$ cat config.mk
export PLATFORM = sky130hd
export DESIGN_NAME = lcd_64_to_32_bits_dfa_ram_ctrl
export DESIGN_NICKNAME = d
export VERILOG_FILES = /design/src/rtl/lcd_64_to_32_bits_dfa_ram_ctrl.sv
export SDC_FILE = /design/constraint.sdc
export NUM_CORES = 1
export LEC_CHECK = 0
export ABC_AREA = 1
export CORE_AREA = 2 2 63 65
export CTS_CLUSTER_DIAMETER = 80
export DETAILED_ROUTE_END_ITERATION = 10
export DIE_AREA = 0 0 65 67
export PLACE_DENSITY = 0.82
export SLEW_MARGIN = 20
export SYNTH_ARGS = -nofsm -noshare
export SYNTH_HDL_FRONTEND = slang
export SYNTH_SLANG_ARGS = --single-unit
$ cat constraint.sdc
create_clock -name clk -period 8.7 [get_ports clk]
set_input_delay 2.175 -clock clk [delete_from_list [all_inputs] [get_ports clk]]
set_output_delay 2.175 -clock clk [all_outputs]
set_load 0.01 [all_outputs]
$ cat src/rtl/lcd_64_to_32_bits_dfa_ram_ctrl.sv
// -----------------------------------------------------------------------------
// lcd_64_to_32_bits_dfa_ram_ctrl
// FIFO sequencer for the data-format-adapter lookahead data RAM. Owns the RAM
// write port and read port 0, tracks write/read pointers, and hides the RAM's
// one-cycle read latency behind a 2-entry output buffer so the RAM looks like
// a ready/valid streaming FIFO.
//
// Ports:
//   clk, reset_n                 clock, asynchronous active-low reset
//   flush                        synchronous clear of stored and in-flight data
//   sink_valid/ready/data        input stream
//   source_valid/ready/data      output stream
//   wr_address/writedata/write   RAM write port
//   wr_waitrequest               RAM busy; no RAM access while high
//   rd0_address, rd0_readdata    RAM read port 0 (data returns next cycle)
//   fill_level                   words held (RAM + in-flight read + buffer)
// -----------------------------------------------------------------------------
module lcd_64_to_32_bits_dfa_ram_ctrl #(
    parameter int unsigned DATA_WIDTH    = 8,
    parameter int unsigned ADDRESS_WIDTH = 2
) (
    input  logic                     clk,
    input  logic                     reset_n,
    input  logic                     flush,
    input  logic                     sink_valid,
    output logic                     sink_ready,
    input  logic [DATA_WIDTH-1:0]    sink_data,
    output logic                     source_valid,
    input  logic                     source_ready,
    output logic [DATA_WIDTH-1:0]    source_data,
    output logic [ADDRESS_WIDTH-1:0] wr_address,
    output logic [DATA_WIDTH-1:0]    wr_writedata,
    output logic                     wr_write,
    input  logic                     wr_waitrequest,
    output logic [ADDRESS_WIDTH-1:0] rd0_address,
    input  logic [DATA_WIDTH-1:0]    rd0_readdata,
    output logic [ADDRESS_WIDTH+1:0] fill_level
);

    localparam int unsigned PTR_W  = ADDRESS_WIDTH + 1;
    localparam int unsigned FILL_W = ADDRESS_WIDTH + 2;
    localparam int unsigned DEPTH  = 2 ** ADDRESS_WIDTH;

    logic [PTR_W-1:0]      wr_ptr_q, wr_ptr_d;
    logic [PTR_W-1:0]      rd_ptr_q, rd_ptr_d;
    logic [PTR_W-1:0]      used, used_d;
    logic                  pend_q, pend_d;
    logic [DATA_WIDTH-1:0] ob_q [2];
    logic [DATA_WIDTH-1:0] ob_d [2];
    logic                  ob_head_q, ob_head_d;
    logic                  ob_tail_q, ob_tail_d;
    logic [1:0]            ob_count_q, ob_count_d;
    logic [FILL_W-1:0]     fill_level_q, fill_level_d;

    logic full, empty, push, pop, ob_room, rd_issue;

    // Occupancy of the RAM part; the extra pointer bit separates full from empty.
    assign used  = wr_ptr_q - rd_ptr_q;
    assign full  = (used == PTR_W'(DEPTH));
    assign empty = (used == '0);

    // Stream handshakes and RAM port drive.
    assign sink_ready   = !full && !wr_waitrequest && !flush;
    assign push         = sink_valid && sink_ready;
    assign wr_write     = push;
    assign wr_address   = wr_ptr_q[ADDRESS_WIDTH-1:0];
    assign wr_writedata = sink_data;

    assign source_valid = (ob_count_q != 2'd0);
    assign source_data  = ob_q[ob_head_q];
    assign pop          = source_valid && source_ready;

    // A read is issued only if the buffer has a slot reserved for its return.
    assign ob_room  = (3'(ob_count_q) + 3'(pend_q) - 3'(pop)) < 3'd2;
    assign rd_issue = !empty && !wr_waitrequest && !flush && ob_room;

    assign rd0_address = rd_ptr_q[ADDRESS_WIDTH-1:0];
    assign fill_level  = fill_level_q;

    // Next-state for pointers, in-flight flag and output buffer.
    always_comb begin
        wr_ptr_d   = wr_ptr_q;
        rd_ptr_d   = rd_ptr_q;
        pend_d     = 1'b0;
        ob_d       = ob_q;
        ob_head_d  = ob_head_q;
        ob_tail_d  = ob_tail_q;
        ob_count_d = ob_count_q;

        if (flush) begin
            // Read data returning next cycle is dropped because pend clears.
            wr_ptr_d   = '0;
            rd_ptr_d   = '0;
            ob_head_d  = 1'b0;
            ob_tail_d  = 1'b0;
            ob_count_d = 2'd0;
        end else begin
            if (push) begin
                wr_ptr_d = wr_ptr_q + PTR_W'(1);
            end
            if (rd_issue) begin
                rd_ptr_d = rd_ptr_q + PTR_W'(1);
            end
            pend_d = rd_issue;
            if (pend_q) begin
                ob_d[ob_tail_q] = rd0_readdata;
                ob_tail_d       = ~ob_tail_q;
            end
            if (pop) begin
                ob_head_d = ~ob_head_q;
            end
            ob_count_d = ob_count_q + 2'(pend_q) - 2'(pop);
        end

        used_d       = wr_ptr_d - rd_ptr_d;
        fill_level_d = FILL_W'(used_d) + FILL_W'(pend_d) + FILL_W'(ob_count_d);
    end

    // State registers.
    always_ff @(posedge clk or negedge reset_n) begin
        if (!reset_n) begin
            wr_ptr_q     <= '0;
            rd_ptr_q     <= '0;
            pend_q       <= 1'b0;
            ob_q         <= '{default: '0};
            ob_head_q    <= 1'b0;
            ob_tail_q    <= 1'b0;
            ob_count_q   <= 2'd0;
            fill_level_q <= '0;
        end else begin
            wr_ptr_q     <= wr_ptr_d;
            rd_ptr_q     <= rd_ptr_d;
            pend_q       <= pend_d;
            ob_q         <= ob_d;
            ob_head_q    <= ob_head_d;
            ob_tail_q    <= ob_tail_d;
            ob_count_q   <= ob_count_d;
            fill_level_q <= fill_level_d;
        end
    end

endmodule

### Word-level counts from Yosys, hierarchy flattened

Index checks and enable logic that the tools add are counted.

* register bits: 31
* input port bits: 22
* output and inout port bits: 27

* $add $sub $neg: 10
* magnitude comparators: 4
* equality and inequality tests: 1
* multiplexer cells: 16
* bitwise gates (word level): 5
* reduce and logical (&&, ||, !) cells: 17

Operators with widths (count)
* $mux 8: 4
* $bwmux 16: 1
* $mux 3: 4
* $demux 8 s1: 1
* $logic_and 1x1->1: 8
* $add 3x1->3 const B: 2
* $reduce_bool 2->1: 3
* $sub 3x3->3: 2
* $mux 1: 5
* $add 3x1->4: 1
* $add 4x2->4: 1
* $ge 2x2->1 const B: 2
* $logic_not 1->1: 4
* $not 1->2: 2
* $add 2x1->3: 1
* $eq 3x3->1 const B: 1
* $logic_not 3->1: 1
* $lt 3x2->1 const B: 1
* $not 1->1: 3
* $sub 3x1->3: 1
* $add 2x1->2: 1
* $lt 2x1->1 const B: 1
* $mux 2: 1
* $reduce_and 2->1: 1
* $sub 2x1->2: 1

### Longest topological paths before layout

* word-level depth: 11
* depth in mapped cells: 21
* depth with buffers taken out: 21

### Worst setup path before layout

No wires, ideal clock.

* path kind: input -> register
* start point: in source_ready
* end point: reg fill_level_q[2] (netlist: fill_level[2])
* arrival: 4907 ps
* required time: 8582 ps
* path slack: 3676 ps
* stages on the path: 17
* buffers on the path: 0
* path through: nand2_1 > inv_1 > ha_1 > inv_1 > ha_1 > inv_1 > fa_1 > xor2_1 > nor2_4 > nand2_2 > xor2_1 > nor2_1 > ha_1 > fa_1 > fa_1 > nand3_1 > nand2_1

* longest elaborated chain between the ends: 9

Ends and longest elaborated chain
* start: declaration: line 29 `input logic source_ready,`
* $logic_and 1x1->1: line 71 `assign pop = source_valid && source_ready;`
* $sub 3x1->3: line 74 `assign ob_room = (3'(ob_count_q) + 3'(pend_q) - 3'(pop)) < 3'd2;`
* $lt 3x2->1: line 74
* $logic_and 1x1->1: line 75 `assign rd_issue = !empty && !wr_waitrequest && !flush && ob_room;`
* $mux 3: line 101 `if (rd_issue) begin`
* $mux 3: line 90 `if (flush) begin`
* via rd_ptr_d[0]: line 45 `logic [PTR_W-1:0] rd_ptr_q, rd_ptr_d;`
* $sub 3x3->3: line 115 `used_d = wr_ptr_d - rd_ptr_d;`
* $add 3x1->4: line 116 `fill_level_d = FILL_W'(used_d) + FILL_W'(pend_d) + FILL_W'(ob_count_d);`
* $add 4x2->4: line 116
* via fill_level_d[2]: line 53 `logic [FILL_W-1:0] fill_level_q, fill_level_d;`
* end signal: assignment: line 138 `fill_level_q <= fill_level_d;`
* end: declaration: line 53

The timed path passes the listed nets, and every way through them passes these cells.
A chain may end at the register's enable or synchronous reset.

### Worst setup path after layout

* start point: in flush
* end point: out wr_write

* longest elaborated chain between the ends: 3

Ends and longest elaborated chain
* start: declaration: line 24 `input logic flush,`
* $logic_not 1->1: line 63 `assign sink_ready = !full && !wr_waitrequest && !flush;`
* $logic_and 1x1->1: line 63
* $logic_and 1x1->1: line 64 `assign push = sink_valid && sink_ready;`
* end: declaration: line 33 `output logic wr_write,`

No other way between the ends.

==> flow_summary.toml <==
[status]
status = "finished, final reports clean"

[power_and_ir_drop]
power_switching_share_pct = 37.45
p_clk_share_pct = 17.2
ir_drop_v = 0.0001474
p_leak_nw = 1.189
comb_power_share_pct = 47.1
p_seq_share_pct = 35.7
p_sw_w = 0.0002397
p_per_area_mw_per_mm2 = 289.4
internal_power_w = 0.0004004

[layout]
diodes = 0
final_common_cell = "nand2_1"
most-common-layout-cells = "nand2_1 (60), inv_1 (35), clkdlybuf4s50_1 (32)"
layout-drive-gt1-share_pct = 11.84
synthToLayoutAreaGrowth_pct = 20.35
fin_nets = 279
final_area_mm2 = 0.002212

[yosys]
yosysTopAreaCell = "dfrtp_1"
yosysSeqAreaShare_pct = 42.21
post_synth.cell_area_avg_um2 = 8.355
ys_ff_latch = 31
syn_nets = 254
synthesis.area_mm2 = 0.001838
ys_types = 25
synth_top_area_share_pct = 42.21
netlist_instances = 220
synthTopCellsByArea = "dfrtp_1 (42%), nand2_1 (12%), inv_1 (7.1%)"
yosys_warnings = 0

[floorplanning]
die_w_um = 65
start_util_pct = 50.97
dieArea_mm2 = 0.004355
rows = 22
die_h_um = 67
core_mm2 = 0.003606
io_pins = 49

[sta]
setup_violations = 0
fin_crit_ns = 6.029
clock.fmax_mhz = 165.9
maxSlewViolCount = 0
relSlewSlack_pct = 65.87
rsz0062_at_grt = "false"
finalWorstSetupSlack_ns = 2.671
worst_pin_slew_ns = 0.5106
period_share_pct = 69.30
fin_skew_ns = 0.002752
timing.hold.ws_ns = 0.4801
hold_viol_final = 0
totalNegativeSetupSlack_ns = 0

[worst_setup_path]
critical_path_required_ns = 6.53
endpoint_kind = "output pin"
cp-startpoint = "flush"
critPathLaunchType = "input port"
critPathMaxFanout = 7
critPathKind = "in2out"
worstPathArrival_ns = 3.85
r2r_start = "ob_count_q[1]$_DFF_PN0_"

[clocking]
cts.repair.resized = 0
cts_root_buf = "clkbuf_8"
postCtsSetupBuffers = 0
clk_pin_slew_worst_paths_ns = 0.06
cts_sinks = 31
cts_tree = "done"
clock_latency_ns = 0.28
cts-buffers-inserted = 5
cts_buffer_depth = 2
cts-hold-fix-buffers = 0
htree_levels = 2

[grt]
grt_pass1_wl_um = 5457
grt_max_degree = 32
grt_usage_pct = 16.95
antenna_found_initial = 0
grt_overflow = 0
grt_pass1_vias = 1301

[routing]
routed_wl_um = 3212
wl_per_cell_um = 10.96
drt_pass1_iterations = 4
drc_errors = 0
dr_total_vias = 1355
antenna_left = 0
initialDrtViolationCount = 47
vias_per_cell = 4.625

[place]
preCtsSetupSlack_ns = 2.661
hpwl_um = 2420
io_buffers = 32
dpl_cell_area_mm2 = 0.002125
gp_congestion = 0.7854

[worst_hold_path]
min_path_type = "reg2reg"
hp-start = "ob_q[0]$_DFFE_PN0P_"

[flow_run]
maxCapViolCount = 0
cell usage after synthesis:
master and n:
a21oi_1 4, a21oi_2 1, buf_4 12, clkbuf_1 3, clkinv_1 1, dfrtp_1 31
fa_1 4, ha_1 8, inv_1 35, inv_2 2, nand2_1 60, nand2_2 8
nand2_4 4, nand3_1 7, nand3_2 3, nand3_4 1, nand4_1 2, nor2_1 5
nor2_4 1, nor3b_1 1, o211ai_1 1, o21ai_0 19, or2_1 2, or2_2 1
xor2_1 4
critical path, cell delays in order:
cell	delay, ns
clkdlybuf4s50_1	0.52
or2_1	0.27
inv_2	0.12
nand3_2	0.14
inv_1	0.09
clkdlybuf4s50_1	0.53
power by group through the flow:
| stage | Clock, W | Combinational (W) | Sequential (W) |
|---|---|---|---|
| floorplan | 0 | 0.000208 | 0.000223 |
| CTS | 0.000114 | 0.000308 | 0.000229 |
| detailed placement | 0 | 0.000305 | 0.000231 |
| global route | 0.000120 | 0.000347 | 0.000236 |
| global placement | 0 | 0.000298 | 0.000229 |
| finish | 0.000110 | 0.000301 | 0.000229 |
logic make-up after synthesis:
family / count (synthesis) / share of synthesized area, %
AND/OR/NAND/NOR: 95 / 25.66
flip-flops: 31 / 42.21
adder cells (fa/ha/maj): 12 / 9.803
AO/OA/AOI/OAI: 25 / 7.148
buffers and inverters: 53 / 13.27
XOR/XNOR: 4 / 1.906
stage by stage:
| step | power [W] | std cells | util, % |
|---|---|---|---|
| detailed placement | 0.0005362 | 286 | 58.92 |
| global route | 0.0007026 | 293 | 61.35 |
| finish | 0.0006402 | 293 | 61.35 |
| CTS | 0.0006505 | 293 | 61.35 |
| floorplan | 0.0004309 | 220 | - |
| global placement | 0.0005277 | 286 | 58.92 |
final cells by class:
class | count | area, um^2
clock buffers | 6 | 82.58
multi-input cells | 136 | 818.3
flip-flops and latches | 31 | 775.7
repair buffers | 33 | 327.8
clock inverters | 1 | 5.005
fillers | 323 | 1394
well taps | 48 | 60.06
inverters | 38 | 142.6
path summary, 6_finish.rpt:
kind                                      endpoint  slack, ns  depth (start not counted)
min in group asynchronous    wr_ptr_q[1]$_DFF_PN0_       2.29                          2
min                            ob_q[0]$_DFFE_PN0P_       0.48                          2
min reg2reg                    ob_q[0]$_DFFE_PN0P_       0.48                          2
max in group asynchronous     ob_q[15]$_DFFE_PN0P_       6.13                          2
max                                       wr_write       2.67                          6
max reg2reg                fill_level[2]$_DFF_PN0_       4.91                         19
registers in the layout, summed over array words and instances, names as in the netlist:
signal / count
ob_tail_q: 1
ob_q: 16
ob_head_q: 1
rd_ptr_q: 3
ob_count_q: 2
pend_q: 1
wr_ptr_q: 3
fill_level: 4
metal layers:
layer	vias to the layer above	track usage, %	share of wire [%]
met5	-	0	0
met4	0	10.11	2.0
met3	5	3.885	3.8
met2	22	26.55	47
met1	622	21.40	47
li1	706	-	-
Power figures use the tool's default switching activity.
